`src/rtl/gray_check.sv`:
```
// rtl/gray_check.sv - Gray sequence decoder and +1 sequence monitor
//
// Purpose:
//   Samples a Gray-coded count on each enabled clock and decodes it to binary.
//   Checks that each sample advances by exactly +1 (mod 2^WIDTH) relative to
//   the previous one. Flags, counts and recovers from sequence errors.
//
// Ports:
//   clk        in   rising-edge clock
//   reset      in   synchronous, active-high reset (priority over enable_in)
//   enable_in  in   sample qualifier
//   gray_in    in   [WIDTH-1:0] Gray-coded count from upstream
//   bin_out    out  [WIDTH-1:0] registered binary decode of last sample
//   bin_valid  out  one-cycle strobe after each accepted sample
//   seq_err    out  one-cycle pulse when a sample broke the +1 sequence
//   err_count  out  [ERR_CNT_W-1:0] saturating count of seq_err pulses
//   locked     out  high while tracking a valid sequence
//
// Build option:
//   GRAY_CHK_STICKY_EN - when defined, the error state is terminal until
//   reset: samples are still decoded but no further checking or counting.

module gray_check #(
  parameter int WIDTH     = 5,
  parameter int ERR_CNT_W = 8
) (
  input  logic                 clk,
  input  logic                 reset,
  input  logic                 enable_in,
  input  logic [WIDTH-1:0]     gray_in,
  output logic [WIDTH-1:0]     bin_out,
  output logic                 bin_valid,
  output logic                 seq_err,
  output logic [ERR_CNT_W-1:0] err_count,
  output logic                 locked
);

  typedef enum logic [1:0] {
    SYNC  = 2'd0,
    TRACK = 2'd1,
    ERROR = 2'd2
  } state_t;

  state_t               state_q, state_d;
  logic [WIDTH-1:0]     prev_bin_q, prev_bin_d;
  logic [WIDTH-1:0]     bin_out_q, bin_out_d;
  logic                 bin_valid_q, bin_valid_d;
  logic                 seq_err_q, seq_err_d;
  logic [ERR_CNT_W-1:0] err_count_q, err_count_d;

  logic [WIDTH-1:0]     decode;
  logic [WIDTH-1:0]     expected;

  // Binary bit i is the XOR of all Gray bits at or above i; computing it as a
  // reduction avoids a bit-level self-dependency inside the vector.
  always_comb begin
    decode = '0;
    for (int i = 0; i < WIDTH; i++) begin
      decode[i] = ^(gray_in >> i);
    end
  end

  // Natural wrap of the WIDTH-bit add gives the mod 2^WIDTH successor.
  assign expected = prev_bin_q + {{(WIDTH-1){1'b0}}, 1'b1};

  always_comb begin
    state_d     = state_q;
    prev_bin_d  = prev_bin_q;
    bin_out_d   = bin_out_q;
    bin_valid_d = 1'b0;
    seq_err_d   = 1'b0;
    err_count_d = err_count_q;

    case (state_q)
      SYNC: begin
        if (enable_in) begin
          prev_bin_d  = decode;
          bin_out_d   = decode;
          bin_valid_d = 1'b1;
          state_d     = TRACK;
        end
      end

      TRACK: begin
        if (enable_in) begin
          prev_bin_d  = decode;
          bin_out_d   = decode;
          bin_valid_d = 1'b1;
          if (decode != expected) begin
            seq_err_d = 1'b1;
            if (err_count_q != '1) begin
              err_count_d = err_count_q + 1'b1;
            end
            state_d = ERROR;
          end
        end
      end

      ERROR: begin
        if (enable_in) begin
          bin_out_d   = decode;
          bin_valid_d = 1'b1;
`ifdef GRAY_CHK_STICKY_EN
          // Terminal until reset: keep decoding, never re-lock.
          state_d     = ERROR;
`else
          // Resync: accept this sample unchecked as the new reference.
          prev_bin_d  = decode;
          state_d     = TRACK;
`endif
        end
      end

      // Unused encoding recovers to SYNC regardless of enable_in.
      default: begin
        state_d = SYNC;
      end
    endcase
  end

  always_ff @(posedge clk) begin
    if (reset) begin
      state_q     <= SYNC;
      prev_bin_q  <= '0;
      bin_out_q   <= '0;
      bin_valid_q <= 1'b0;
      seq_err_q   <= 1'b0;
      err_count_q <= '0;
    end else begin
      state_q     <= state_d;
      prev_bin_q  <= prev_bin_d;
      bin_out_q   <= bin_out_d;
      bin_valid_q <= bin_valid_d;
      seq_err_q   <= seq_err_d;
      err_count_q <= err_count_d;
    end
  end

  assign bin_out   = bin_out_q;
  assign bin_valid = bin_valid_q;
  assign seq_err   = seq_err_q;
  assign err_count = err_count_q;
  assign locked    = (state_q == TRACK);

endmodule

```
`config.mk`:
```
export PLATFORM = sky130hd
export DESIGN_NAME = gray_check
export DESIGN_NICKNAME = d
export VERILOG_FILES = /design/src/rtl/gray_check.sv
export SDC_FILE = /design/constraint.sdc
export NUM_CORES = 1
export LEC_CHECK = 0
export ABC_AREA = 1
export BUFFER_PORTS_ARGS = -buffer_cell sky130_fd_sc_hd__buf_2
export CAP_MARGIN = 20
export CORE_ASPECT_RATIO = 1.25
export CORE_MARGIN = 2
export CORE_UTILIZATION = 56
export CTS_BUF_LIST = sky130_fd_sc_hd__clkbuf_16
export CTS_CLUSTER_SIZE = 14
export DETAILED_ROUTE_END_ITERATION = 8
export GPL_TIMING_DRIVEN = 1
export PLACE_DENSITY = 0.82
export SYNTH_ARGS = -nofsm -noshare
export SYNTH_HDL_FRONTEND = slang
export SYNTH_SLANG_ARGS = --single-unit
```
`constraint.sdc`:
```
create_clock -name clk -period 4.14 [get_ports clk]
set_input_delay 0.414 -clock clk [delete_from_list [all_inputs] [get_ports clk]]
set_output_delay 0.414 -clock clk [all_outputs]
set_load 0.02 [all_outputs]
```
==> flow_summary_export.csv, run 1 <==
group,metric,value,unit
power,p_leak,0.000646,uW
synthesis,yosys-top-cells-area,"dfxtp_1, nand2_1, nand3_1",
layout,most-common-layout-cells,"nand2_1, buf_2, nand3_1, dfxtp_1, inv_1",
floorplan,core,1770,sq um
synthesis,yosysTopAreaCell,"dfxtp_1",
power,p_per_area,363,nW/um^2
clock_network,root_buffer,"clkbuf_16",
floorplan,initial_utilization,0.594,
critical_path,crit_required,4.32,ns
synthesis,synth_warnings,0,
grt,grt_max_degree,12,
sta,skew,0.00280,ns
detailed_routing,vias,1079,
clock_network,cts_sinks,17,
clock_network,clk_pin_slew_worst_paths,0.05,ns
detailed_routing,ant_nets,0,
sta,finalSetupTns,0,ns
synthesis,synth_area,1050,sq um
synthesis,synth.avg_cell_area,6.94,sq um
sta,max_slew_margin,0.557,
clock_network,cts_setup_buffers,0,
hold_path,hold_class,"in2reg",
clock_network,clock_latency,0.25,ns
placement,place_ws,2.28,ns
grt,grt_pass1_wl,4060,microns
placement,gp_congestion,0.848,
synthesis,syn_inst,151,
synthesis,synth_seq_area_share,0.325,
floorplan,num_rows,17,
clock_network,cts_tree,"yes",
detailed_routing,dr.pass1.iters,4,
sta,rsz0062_at_grt,"false",
layout,syn_to_final_growth,19.0,%
synthesis,syn_nets,161,
power,peakVddDrop,0.000242,V
layout,mostFrequentLayoutCell,"nand2_1",
critical_path,critPathArrivalTime,2.03,ns
grt,grt_pass1_vias,1000,
detailed_routing,drc,0,
placement,dpl.hpwl,1790,microns
sta,max_freq,0.538,GHz
detailed_routing,wl_per_cell,12.3,microns
critical_path,critPathLaunchType,"flip-flop",
synthesis,synth-seq-cells,17,
critical_path,critPathMaxFanout,11,
clock_network,cts_hold_buf,0,
clock_network,htree_levels,1,
sta,worstMarginPinSlew,0.664,ns
critical_path,cp-end-kind,"flip-flop",
clock_network,cts_buffers,3,
grt,antenna_found_initial,0,
sta,fin_crit,1.86,ns
outcome,status,"completed",
sta,finalHoldViolations,0,
floorplan,die_area,2240,sq um
floorplan,die_h,52.4,microns
detailed_routing,drt-total-wl,2390,microns
sta,fin_ws,2.28,ns
synthesis,yosysTopAreaCellShare,0.325,
run,max_cap_viol_count,0,
clock_network,cts_resized,0,
sta,period_share,0.449,
placement,port_buffers,23,
layout,nFillCells,151,
critical_path,critPathKind,"reg2reg",
layout,drive_gt1_frac,0.234,
synthesis,synth_cell_type_count,22,
floorplan,io_pins,24,
floorplan,fp.dieW,42.7,microns
detailed_routing,via_per_inst,5.56,
sta,setup_violations,0,
sta,slew_violations,0,
layout,diodes,0,
grt,globalRoute.totalOverflow,0,
detailed_routing,drt_first_iter_violations,18,
layout,finalNetCount,186,
clock_network,clk_path_buf_depth,2,
grt,track_usage,0.242,
## per-stage QoR
step / utilization / std cells / hold WS (ns) / area, sq um / power, uW
5_1_grt: 0.707 / 194 / 0.493 / 1250 / 473
4_1_cts: 0.707 / 194 / 0.467 / 1250 / 458
3_3_place_gp: 0.661 / 190 / 0.489 / 1170 / 258
6_report: 0.707 / 194 / 0.467 / 1250 / 453
3_5_place_dp: 0.661 / 190 / 0.505 / 1170 / 261
2_1_floorplan: - / 151 / 0.492 / 1050 / 240
## per-layer routing
metal  up-vias  GRT usage  share of wire
li1        546          -              -
met1       499      0.255           0.40
met2        27      0.434           0.54
met3         7     0.0414          0.036
met4         0      0.156          0.027
met5         -          0              0
## flip-flops by register name (all words and copies together), names as in the netlist
name       flops
bin_out        5
err_count      8
seq_err        1
bin_valid      1
state_q        2
## synth_stat cells
library cell	n
inv_1	13
xnor2_1	6
nand2_2	4
xor2_1	6
nor2_1	6
clkinv_1	1
nand4_1	10
buf_2	1
inv_2	4
nand3_1	17
dfxtp_1	17
o21ai_0	3
nor3_2	1
buf_6	1
a21oi_1	12
o211ai_1	2
nand3_2	2
nand2_1	39
nand2_4	2
ha_1	2
nor2_2	1
clkbuf_1	1
## power breakdown
| group | switching, uW | internal, uW | total (uW) |
|---|---|---|---|
| clock network | 65.4 | 129 | 195 |
| registers | 7.59 | 171 | 178 |
| logic | 52.0 | 28.0 | 80.0 |
## logic make-up after synthesis
| family | after synthesis | share of synthesized area |
|---|---|---|
| adders and majority gates | 2 | 0.0239 |
| and+or+nand+nor | 82 | 0.382 |
| DFF | 17 | 0.325 |
| AOI/OAI and AO/OA | 17 | 0.0859 |
| xor gates and xnor gates | 12 | 0.100 |
| buffers and inverters | 21 | 0.0835 |
## worst max-delay path, cell delays in order (launching register included)
cell and delay (ns):
dfxtp_1 0.43, ha_1 0.22, nand3_1 0.11, inv_1 0.07, nand2_1 0.05, nand2_1 0.05, nand2_1 0.05, nor2_1 0.12
nand3_2 0.23, nand3_2 0.22, nand2_1 0.07, a21oi_1 0.14
## final cells by class
| class | instances | area [sq um] | area share |
|---|---|---|---|
| repair buffers | 23 | 115 | 0.0923 |
| clock buffers | 3 | 75.1 | 0.0602 |
| flip-flops and latches | 17 | 340 | 0.273 |
| inverters | 18 | 67.6 | 0.0542 |
| multi-input cells | 113 | 621 | 0.497 |
| well taps | 19 | 23.8 | 0.0191 |
| clock inverters | 1 | 5.00 | 0.00401 |
## worst paths after layout
| path | to | cells past startpoint | from | slack [ns] |
|---|---|---|---|---|
| hold / removal | err_count[3] | 2 | reset | 0.47 |
| hold reg to reg | err_count[1] | 2 | err_count[1] | 0.51 |
| setup / recovery | err_count[7] | 11 | bin_out[0] | 2.28 |
| setup reg to reg | err_count[7] | 11 | bin_out[0] | 2.28 |
Note: power is estimated with default switching activity, not from simulation.
==> run 2, diff against run 1 <==
- CORE_UTILIZATION: 56 -> 52
- PLACE_DENSITY: 0.82 -> 0.77
- clock period: 4.14 -> 1.9 ns (I/O delays scaled with it)
==> run 2 against run 1 <==
Effect of this change:
- sequential share of layout area fell by 0.64 points
- die area rose by 7.0%
- register-to-register slack got worse by 2.1 ns
- fmax rose by 7.0%
- utilization fell by 4.7 points
- sequential power rose by 120%
- via count fell by 0.37%
- final area rose by 2.4%
- clock skew fell by 0.00076 ns
- hold slack got worse by 0.21 ns
- highest routed layer unchanged
- sequential cell count did not move
- total power rose by 120%
==> flow_summary_export.csv, run 2 (synthesis results as in run 1) <==
group,metric,value,unit
grt,met3_usage,0.0369,
detailed_routing,vias,1075,
critical_path,crit_chain,"ha_1, nand3_1, nor2_1, nand3_1, nand3_4, nand2_1, a21oi_1",
sta,worstMarginPinSlew,0.664,ns
clock_network,clk_pin_slew_worst_paths,0.05,ns
layout,fin_area,1280,sq um
power,clock_power_share,0.420,
detailed_routing,drc,0,
sta,rsz0062_at_grt,"false",
clock_network,cts_sinks,17,
placement,dpl.hpwl,1760,microns
layout,finalNetCount,188,
sta,max_freq,0.576,GHz
floorplan,initial_utilization,0.541,
critical_path,critPathLaunchType,"flip-flop",
sta,finalHoldViolations,0,
grt,antenna_found_initial,0,
sta,max_slew_margin,0.555,
placement,gp_congestion,0.835,
detailed_routing,wl_per_cell,11.9,microns
floorplan,die_h,54.2,microns
critical_path,reg2reg_from,"err_count[1]",
grt,grt_pass1_wl,3620,microns
grt,met2_usage,0.407,
power,p_leak,0.000659,uW
sta,period_share,0.914,
grt,groute.layer.met1.usage,0.195,
clock_network,clk_path_buf_depth,2,
sta,fin_crit,1.74,ns
layout,nFillCells,181,
grt,grt_max_degree,12,
hold_path,hp-start,"reset",
sta,skew,0.00204,ns
placement,place_area,1180,sq um
power,p_per_area,774,nW/um^2
clock_network,root_buffer,"clkbuf_16",
clock_network,cts_resized,0,
placement,dp_cells,193,
layout,drive_gt1_frac,0.237,
grt,globalRoute.totalOverflow,0,
clock_network,cts_setup_buffers,0,
floorplan,fp.dieW,44.2,microns
critical_path,startpoint,"err_count[1]",
floorplan,core,1940,sq um
critical_path,critPathMaxFanout,9,
critical_path,critPathArrivalTime,1.91,ns
critical_path,cp-end-kind,"flip-flop",
layout,mostFrequentLayoutCell,"nand2_1",
detailed_routing,drt-total-wl,2340,microns
power,p_int,718,uW
layout,syn_to_final_growth,21.8,%
grt,track_usage,0.205,
clock_network,cts_tree,"yes",
floorplan,io_pins,24,
clock_network,clock_latency,0.25,ns
grt,top_usage_layer,"met2",
power,peakVddDrop,0.000475,V
critical_path,crit_required,2.07,ns
clock_network,cts_hold_buf,0,
layout,largest_reg_flops,8,
power,switching_share,0.274,
placement,place_ws,0.147,ns
floorplan,num_rows,18,
layout,most-common-layout-cells,"nand2_1, buf_2, nand3_1, dfxtp_1, inv_1",
detailed_routing,ant_nets,0,
run,max_cap_viol_count,0,
power,combPwrFrac,0.188,
clock_network,htree_levels,1,
detailed_routing,dr.pass1.iters,5,
power,switchingPower,271,uW
floorplan,die_area,2390,sq um
critical_path,path_buf_inv,0,
sta,slew_violations,0,
sta,fin_ws,0.163,ns
power,seq_power_share,0.392,
layout,diodes,0,
detailed_routing,via_per_inst,5.46,
outcome,status,"completed",
detailed_routing,drt_first_iter_violations,33,
critical_path,slowest_delay,0.39,ns
critical_path,cpLargestDelayFamily,"simple AND/OR/NAND/NOR gates",
placement,port_buffers,23,
clock_network,cts_buffers,3,
sta,finalSetupTns,0,ns
critical_path,crit_path_top_delay_cell,"dfxtp_1",
hold_path,hold_class,"in2reg",
sta,fin_hold_ws,0.256,ns
layout,final-instance-count-excl-fill,197,
critical_path,critPathKind,"reg2reg",
grt,grt_pass1_vias,918,
critical_path,worst_path_most_repeated_cell,"nand3_1",
sta,setup_violations,0,
## run 2: cell count changes in the layout (fill, tap and decap cells not counted)
cell and change:
buf_4 +2, clkinv_2 -1, inv_1 +1, nand3_2 -2
nand3_4 +2
## run 2: stage by stage
| stage | total power [uW] | utilization |
|---|---|---|
| global route | 1030 | 0.660 |
| detailed placement | 573 | 0.611 |
| floorplan | 523 | - |
| finish | 988 | 0.660 |
| global placement | 568 | 0.611 |
| CTS | 987 | 0.652 |
## run 2: cell type report
type	count	area (sq um)	share of cell area
Multi-Input combinational cell	113	636	0.498
Sequential cell	17	340	0.266
Timing Repair Buffer	25	130	0.102
Clock buffer	3	75.1	0.0588
Inverter	18	67.6	0.0529
Tap cell	20	25.0	0.0196
Clock inverter	1	3.75	0.00294
## run 2: worst paths after layout
check	slack [ns]	depth (start not counted)	to
max	0.16	7	err_count[7]
min	0.26	2	err_count[0]
min reg2reg	0.51	2	err_count[0]
max reg2reg	0.16	7	err_count[7]
## run 2: metal layers
| layer | up-vias | routed length, microns |
|---|---|---|
| met3 | 4 | 98 |
| met2 | 34 | 1270 |
| met5 | - | 0 |
| met1 | 486 | 931 |
| li1 | 551 | - |
| met4 | 0 | 44 |
## run 2: power groups by stage
stage	combinational [uW]	sequential [uW]	clock [uW]
2_1_floorplan	116	408	0
3_3_place_gp	175	393	0
3_5_place_dp	179	394	0
4_1_cts	180	387	420
5_1_grt	208	389	431
6_report	186	387	415
